<file path="src/rtl/bitmap_ram_arbiter_pkg.sv">
// Shared video constants for the bitmap path.
// Geometry defaults, background colour and clear FSM states.
package bitmap_ram_arbiter_pkg;

  localparam int BMP_W_DEF  = 128;
  localparam int BMP_H_DEF  = 128;
  localparam int ADDR_W_DEF = 14;

  localparam logic [7:0] BG_COLOR_DEF = 8'h00;

  typedef enum logic {
    IDLE  = 1'b0,
    CLEAR = 1'b1
  } clr_state_t;

endpackage

</file>
<file path="src/rtl/bitmap_clear_seq.sv">
// Bitmap fill sequencer: walks every RAM address once.
// Stalls on display cycles so the scan-out never loses a read.
module bitmap_clear_seq
  import bitmap_ram_arbiter_pkg::*;
#(
  parameter int ADDR_W = ADDR_W_DEF
) (
  input  logic              clk,
  input  logic              rst_n,
  input  logic              clr_start,
  input  logic [7:0]        clr_color,
  input  logic              disp_req,
  output logic              busy,
  output logic              wr_en,
  output logic [ADDR_W-1:0] addr,
  output logic [7:0]        color
);

  localparam logic [ADDR_W-1:0] LAST = '1;
  localparam logic [ADDR_W-1:0] ONE  =
    {{(ADDR_W-1){1'b0}}, 1'b1};

  clr_state_t        state, state_nxt;
  logic [ADDR_W-1:0] cnt, cnt_nxt;
  logic [7:0]        col, col_nxt;

  // State, counter and latched colour registers.
  always_ff @(posedge clk or negedge rst_n) begin
    if (!rst_n) begin
      state <= IDLE;
      cnt   <= '0;
      col   <= '0;
    end else begin
      state <= state_nxt;
      cnt   <= cnt_nxt;
      col   <= col_nxt;
    end
  end

  // Next state: start on request, advance only on free cycles.
  always_comb begin
    state_nxt = state;
    cnt_nxt   = cnt;
    col_nxt   = col;
    unique case (state)
      IDLE: begin
        if (clr_start) begin
          state_nxt = CLEAR;
          cnt_nxt   = '0;
          col_nxt   = clr_color;
        end
      end
      CLEAR: begin
        if (!disp_req) begin
          cnt_nxt = cnt + ONE;
          if (cnt == LAST) state_nxt = IDLE;
        end
      end
      default: state_nxt = IDLE;
    endcase
  end

  assign busy  = (state == CLEAR);
  assign wr_en = busy && !disp_req;
  assign addr  = cnt;
  assign color = col;

endmodule

</file>
<file path="src/rtl/bitmap_ram_arbiter.sv">
// Single-port bitmap RAM arbiter: display > clear > pixel write.
// Produces the registered pixel colour two edges after request.
module bitmap_ram_arbiter
  import bitmap_ram_arbiter_pkg::*;
#(
  parameter int         BMP_W    = BMP_W_DEF,
  parameter int         BMP_H    = BMP_H_DEF,
  parameter int         ADDR_W   = ADDR_W_DEF,
  parameter logic [7:0] BG_COLOR = BG_COLOR_DEF
) (
  input  logic              clk,
  input  logic              rst_n,
  input  logic              video_on,
  input  logic [10:0]       pixel_x,
  input  logic [10:0]       pixel_y,
  input  logic              wr_valid,
  output logic              wr_ready,
  input  logic [ADDR_W-1:0] wr_addr,
  input  logic [7:0]        wr_data,
  input  logic              clr_start,
  input  logic [7:0]        clr_color,
  output logic              clr_busy,
  output logic              mem_en,
  output logic              mem_we,
  output logic [ADDR_W-1:0] mem_addr,
  output logic [7:0]        mem_wdata,
  input  logic [7:0]        mem_rdata,
  output logic [7:0]        rgb
);

  localparam int XW = $clog2(BMP_W);
  localparam int YW = $clog2(BMP_H);

  logic              disp_req;
  logic [ADDR_W-1:0] disp_addr;
  logic              clr_we;
  logic [ADDR_W-1:0] clr_addr;
  logic [7:0]        clr_wdata;
  logic [ADDR_W-1:0] addr_q;
  logic [7:0]        wdata_q;
  logic              disp_d1;

  assign disp_req = video_on
                 && (32'(pixel_x) < 32'(BMP_W))
                 && (32'(pixel_y) < 32'(BMP_H));

  assign disp_addr = {pixel_y[YW-1:0], pixel_x[XW-1:0]};

  bitmap_clear_seq #(
    .ADDR_W(ADDR_W)
  ) u_clr (
    .clk      (clk),
    .rst_n    (rst_n),
    .clr_start(clr_start),
    .clr_color(clr_color),
    .disp_req (disp_req),
    .busy     (clr_busy),
    .wr_en    (clr_we),
    .addr     (clr_addr),
    .color    (clr_wdata)
  );

  assign wr_ready = rst_n && !clr_busy
                 && !disp_req && !clr_start;

  // One RAM grant per cycle; address/data hold when idle.
  always_comb begin
    mem_en    = 1'b0;
    mem_we    = 1'b0;
    mem_addr  = addr_q;
    mem_wdata = wdata_q;
    if (rst_n) begin
      if (disp_req) begin
        mem_en   = 1'b1;
        mem_addr = disp_addr;
      end else if (clr_we) begin
        mem_en    = 1'b1;
        mem_we    = 1'b1;
        mem_addr  = clr_addr;
        mem_wdata = clr_wdata;
      end else if (wr_valid && wr_ready) begin
        mem_en    = 1'b1;
        mem_we    = 1'b1;
        mem_addr  = wr_addr;
        mem_wdata = wr_data;
      end
    end
  end

  // Remember the last driven address/data for idle cycles.
  always_ff @(posedge clk or negedge rst_n) begin
    if (!rst_n) begin
      addr_q  <= '0;
      wdata_q <= '0;
    end else begin
      addr_q  <= mem_addr;
      wdata_q <= mem_wdata;
    end
  end

  // Pixel pipeline: request delay, then RAM data or background.
  always_ff @(posedge clk or negedge rst_n) begin
    if (!rst_n) begin
      disp_d1 <= 1'b0;
      rgb     <= BG_COLOR;
    end else begin
      disp_d1 <= disp_req;
      rgb     <= disp_d1 ? mem_rdata : BG_COLOR;
    end
  end

endmodule

</file>
<file path="config.mk">
export PLATFORM = sky130hd
export DESIGN_NAME = bitmap_ram_arbiter
export DESIGN_NICKNAME = d
export VERILOG_FILES = /design/src/rtl/bitmap_ram_arbiter_pkg.sv /design/src/rtl/bitmap_clear_seq.sv /design/src/rtl/bitmap_ram_arbiter.sv
export SDC_FILE = /design/constraint.sdc
export NUM_CORES = 1
export LEC_CHECK = 0
export CORE_ASPECT_RATIO = 0.75
export CORE_MARGIN = 8
export CORE_UTILIZATION = 40
export CTS_BUF_LIST = sky130_fd_sc_hd__clkbuf_8
export CTS_CLUSTER_SIZE = 16
export DETAILED_ROUTE_END_ITERATION = 8
export PLACE_DENSITY = 0.69
export RECOVER_POWER = 25
export SLEW_MARGIN = 10
export SYNTH_ARGS = -nofsm -noshare
export SYNTH_HDL_FRONTEND = slang
export SYNTH_SLANG_ARGS = --single-unit
export TNS_END_PERCENT = 100
</file>
<file path="constraint.sdc">
create_clock -name clk -period 4.1 [get_ports clk]
set_clock_uncertainty 0.1 [all_clocks]
set_input_delay 0.82 -clock clk [delete_from_list [all_inputs] [get_ports clk]]
set_output_delay 0.82 -clock clk [all_outputs]
set_load 0.005 [all_outputs]
</file>
### After elaboration in Yosys (flattened, before gate mapping)

Cells that the tools add are included.

| operators by class | value |
|---|---|
| add/sub/neg operators | 1 |
| multipliers | 0 |
| divide/modulo/power cells | 0 |
| magnitude comparators | 2 |
| equal/unequal tests | 3 |
| shift-type cells | 0 |
| multiplexer cells | 22 |
| bitwise operators | 1 |
| reductions and logical operators | 12 |

Operator list:

| operator | count |
|---|---|
| 14-bit two-way mux | 6 |
| 8-bit two-way mux | 5 |
| 14-bit case mux with 2 select lines | 1 |
| 11-bit by 8-bit < comparator with 1-bit output (second input constant) | 2 |
| 14-bit by 1-bit adder with 14-bit output (second input constant) | 1 |
| 14-bit equality test (second input constant) | 1 |
| 1-bit two-way mux | 9 |
| 1-bit logical AND | 7 |
| 2-bit != test (second input constant) | 2 |
| 2-bit AND reduction | 2 |
| 1-bit zero test | 3 |
| 1-bit case mux with 2 select lines | 1 |
| 1-bit NOT | 1 |

| storage, ports and cells | value |
|---|---|
| register bits after elaboration | 54 |
| bits in latches | 0 |
| RAM bits | 0 |
| memory bits (read-only) | 0 |
| output and inout port bits | 34 |
| memories | 0 |

### Logic depth before layout (Yosys ltp)

| logic depth | value |
|---|---|
| word-level depth | 11 |
| gate-level depth with buffers | 6 |
| gate-level depth less buffers | 5 |

### Modules after synthesis

Synthesis repeated with hierarchy kept, for this count alone.

| second synthesis, totals | value |
|---|---|
| cells, all modules | 249 |
| area total of the unflattened synthesis | 2577.5 um^2 |

By module, submodules not included:

| module | instances | cells an instance | area each (um^2) |
|---|---|---|---|
| bitmap_ram_arbiter | 1 | 138 | 1483.9 |
| bitmap_clear_seq | 1 | 111 | 1093.5 |

### Worst setup path before layout

Ideal clock, no wire load.

| timing path | value |
|---|---|
| kind | input -> output |
| from | input pixel_y[9] |
| to | output mem_addr[3] |
| arrival time | 2.085 ns |
| data required time | 3.180 ns |
| setup slack | 1.095 ns |
| stages on the path | 5 |
| cell sequence | or4_4 > o31ai_4 > buf_6 > o21ai_1 > a32o_1 |

| on the way | value |
|---|---|
| word-level cells in the longest chain between the ends | 10 |
| elaborated cells between the ends (all ways) | 11 |
| those cells by class | 1 x order compare; 4 x mux; 6 x reduce/logical |

RTL lines:

| element | line | RTL |
|---|---|---|
| start, declared | bitmap_ram_arbiter.sv:15 | `input logic [10:0] pixel_y,` |
| 11-bit by 8-bit < comparator with 1-bit output * | bitmap_ram_arbiter.sv:45 | `&& (32'(pixel_y) < 32'(BMP_H));` |
| 1-bit logical AND * | bitmap_ram_arbiter.sv:45 |  |
| 1-bit zero test | -- |  |
| 1-bit logical AND (2 in series) | bitmap_ram_arbiter.sv:64 | `&& !disp_req && !clr_start;` |
| 1-bit logical AND | bitmap_ram_arbiter.sv:81 | `end else if (wr_valid && wr_ready) begin` |
| 14-bit two-way mux | bitmap_ram_arbiter.sv:81 |  |
| 14-bit two-way mux | bitmap_ram_arbiter.sv:76 | `end else if (clr_we) begin` |
| 14-bit two-way mux * | bitmap_ram_arbiter.sv:73 | `if (disp_req) begin` |
| 14-bit two-way mux * | bitmap_ram_arbiter.sv:72 | `if (rst_n) begin` |
| end, declared | bitmap_ram_arbiter.sv:25 | `output logic [ADDR_W-1:0] mem_addr,` |

Mark *: on every way between the ends. The rest lies on a longest branch, timed or not.

### Final worst setup path

| timing path | value |
|---|---|
| from | input pixel_y[9] |
| to | output mem_addr[1] |

The elaborated chain is that of the path after synthesis.

==> results.yml <==
power_and_ir_drop:
  comb_power_share_pct: 33.5
  power_mw: 1.591
  switchingPower_uw: 485.6
  powerDensity_nw_per_um2: 389.4
  sequentialPowerShare_pct: 45.9
  p_leak_nw: 1.674
  p_sw_share_pct: 30.52
  clkPwrFrac_pct: 20.6
  vdd_drop_max_uv: 169.6
  p_int_mw: 1.106
clock_network:
  clock_path_buffers: 2
  tritoncts: "yes"
  postCtsHoldBufs: 0
  cts-buffers-inserted: 5
  htreeDepth: 2
  clkLatencyLatePin_ns: 0.32
  clockRootBuffer: "clkbuf_8"
  clkSlewWorstSetupHoldPaths_ns: 0.10
  clock-sinks: 54
die:
  start_util_pct: 41.43
  dieWidth_um: 113.1
  fp.coreArea_um2: 6832
  die_h_um: 88.85
  rows: 26
  io_pins: 99
  die-area_um2: 10050
logic_synthesis:
  synthesis.area_um2: 2830
  synth_area_per_cell_um2: 10.04
  netlist.area_leader.share_pct: 47.75
  synth_ff_type: "dfrtp_1"
  syn-num-nets: 348
  synthTopCellsByArea: "dfrtp_1 48%, nand2_1 5.6%, a221o_1 3.9%"
  synth_edf_count: 0
  synth.distinct_cells: 49
  synth_seq_cells: 54
  ys_warn_count: 0
  synth_cells: 282
  synth.largest_area_cell: "dfrtp_1"
  async_flop_share_pct: 100.0
  yosysSeqAreaShare_pct: 47.75
cells_and_area:
  finish.net_count: 453
  seq_area_um2: 1351
  syn_to_final_growth_pct: 44.39
  n_fill_cell: 623
  stdcell_count: 472
  drive_above_1_share_pct: 9.536
  multi_input_area_um2: 1363
  diodes: 0
worst_setup_path:
  slowest_stage: "or4_4"
  worstPathCellList: "clkdlybuf4s50_1, or4_4, o31ai_4, buf_12, o21ai_0, a32o_1, clkdlybuf4s50_1"
  r2r_cells: 5
  path_class: "in -> out"
  cp_max_fo: 12
  end_kind: "output pin"
  cpLargestDelayFamily: "buffers and inverters"
  r2r_setup_slack_ns: 1.86
  worstReg2RegEnd: "addr_q[6]$_DFF_PN0_"
  cp_common_cell: "clkdlybuf4s50_1"
  cp.required_ns: 3.18
  critPathBufInv: 3
  max_stage_delay_ns: 0.54
  startpoint_type: "input pin"
  r2r-start: "u_clr.busy$_DFF_PN0_"
  critPathArrivalTime_ns: 3.06
drt:
  wl_met2_um: 3586
  drc: 0
  drt-initial-drc-count: 171
  wl_um: 8212
  dr_total_vias: 2593
  wl_met1_um: 3938
  avgRoutedWirePerCell_um: 17.40
  viasPerCell: 5.494
  top_layer: "met4"
  postRouteAntennaNets: 0
  dr.pass1.iters: 4
  route.met3.wl_um: 654
placed_design:
  place_congestion: 0.8017
  dpl.cell_count: 464
  io_buffers: 98
  hpwl_um: 6098
timing:
  finalSetupTns_ns: 0
  fin_crit_sh_pct: 96.99
  maxSlewViolCount: 0
  fmax_mhz: 251.5
  final.min_clock_period_ns: 3.977
  worst_slew_pin_slew_ns: 0.7160
  hold_viol: 0
  relSlewSlack_pct: 52.26
  rsz0062_at_grt: "false"
  final-setup-viol-count: 0
global_routing:
  grt_max_degree: 30
  grt_pass1_wl_um: 13540
  antenna_found_initial: 0
  grt_util_all_layers_pct: 16.84
  overflow: 0
  grt_pass1_vias: 2626
hold_path:
  hold_path.class: "in -> async"
flow_run:
  drv_cap: 0
status:
  status: "finished clean"
[Yosys cell counts (all sizes together) (6+ instances only)]
master   instances
o21ai           15
and2             8
nor2            16
clkbuf          11
o22ai           10
a221o           11
nand2           42
buf              8
a2bb2oi          8
mux2i            6
dfrtp           54
nand2b          14
a31oi            8
inv              7
a32o            11
[metal layers]
| layer | GRT usage, % | vias up |
|---|---|---|
| met5 | 0 | - |
| met4 | 2.771 | 0 |
| met3 | 5.862 | 5 |
| met2 | 25.75 | 80 |
| met1 | 22.74 | 1241 |
| li1 | - | 1267 |
[stage by stage]
| step | worst slack (ns) | area [um2] | hold slack (ns) | utilization, % |
|---|---|---|---|---|
| after floorplan | 1.095 | 2830 | 0.3466 | - |
| after global placement | 0.09184 | 3984 | 0.3597 | 58.32 |
| final | 0.1233 | 4086 | 0.3465 | 59.82 |
| after CTS | 0.06168 | 4083 | 0.2102 | 59.76 |
| after detailed placement | 0.06171 | 3984 | 0.3656 | 58.32 |
| after global routing | 0.01171 | 4086 | 0.3660 | 59.82 |
[layout make-up]
class | instances | share of cell area, %
repair buffers | 117 | 27.95
multi-input cells | 202 | 33.34
clock buffers | 6 | 2.021
clock inverters | 2 | 0.3980
flip-flops and latches | 54 | 33.07
inverters | 7 | 0.6430
well taps | 84 | 2.572
[placed cells by master, fill, tap and decap left out, drive strengths merged, types with 2 or more instances in the layout]
cell type	instances
clkdlybuf4s50	97
dfrtp	54
nand2	42
buf	19
nor2	16
o21ai	15
nand2b	14
a221o	11
a32o	11
o22ai	10
and2	8
a2bb2oi	8
a31oi	8
inv	8
clkbuf	7
mux2i	6
and3	5
nand4	5
nor4	5
a311o	4
o311ai	4
nand3	4
nor2b	3
o31ai	3
or3	2
xnor2	2
[power groups by stage]
stage / logic (mW) / clock network [mW] / registers, mW
6_report: 0.533 / 0.328 / 0.730
5_1_grt: 0.593 / 0.358 / 0.748
4_1_cts: 0.538 / 0.334 / 0.729
3_5_place_dp: 0.534 / 0 / 0.740
3_3_place_gp: 0.526 / 0 / 0.736
2_1_floorplan: 0.292 / 0 / 0.711
[timing repair]
action | CTS | global route
setup endpoints to repair | 0 | 10
buffers inserted | 0 | 0
resized for setup | 0 | 1
[cell families (layout without fill, tap and decap cells)]
kind of cell    Yosys count  in the layout  share of synthesized area [%]
xor+xnor                  2              2                         0.6190
fa+ha+maj                 1              1                         0.4420
simple gates            110            110                          20.38
buf+inv                  26            132                          4.376
compound gates           82             82                          23.92
mux                       7              7                          2.520
flops                    54             54                          47.75
[worst max path at each step]
stage / end / slack [ns] / cells past startpoint / start
6_report: mem_addr[1] / 0.12 / 7 / pixel_y[9]
5_1_grt: mem_addr[1] / 0.01 / 7 / pixel_y[9]
4_1_cts: mem_addr[1] / 0.06 / 7 / pixel_y[9]
3_5_place_dp: mem_addr[1] / 0.06 / 7 / pixel_y[9]
3_3_place_gp: mem_addr[2] / 0.09 / 7 / pixel_y[9]
2_1_floorplan: mem_addr[3] / 1.09 / 5 / pixel_y[9]
[sequential cells by signal, indices dropped and copies added, names as in the netlist]
signal       flops
addr_q          14
u_clr.addr      14
rgb              8
u_clr.busy       1
wdata_q          8
u_clr.color      8
disp_d1          1
No activity file was read; power rests on OpenSTA's default activity.
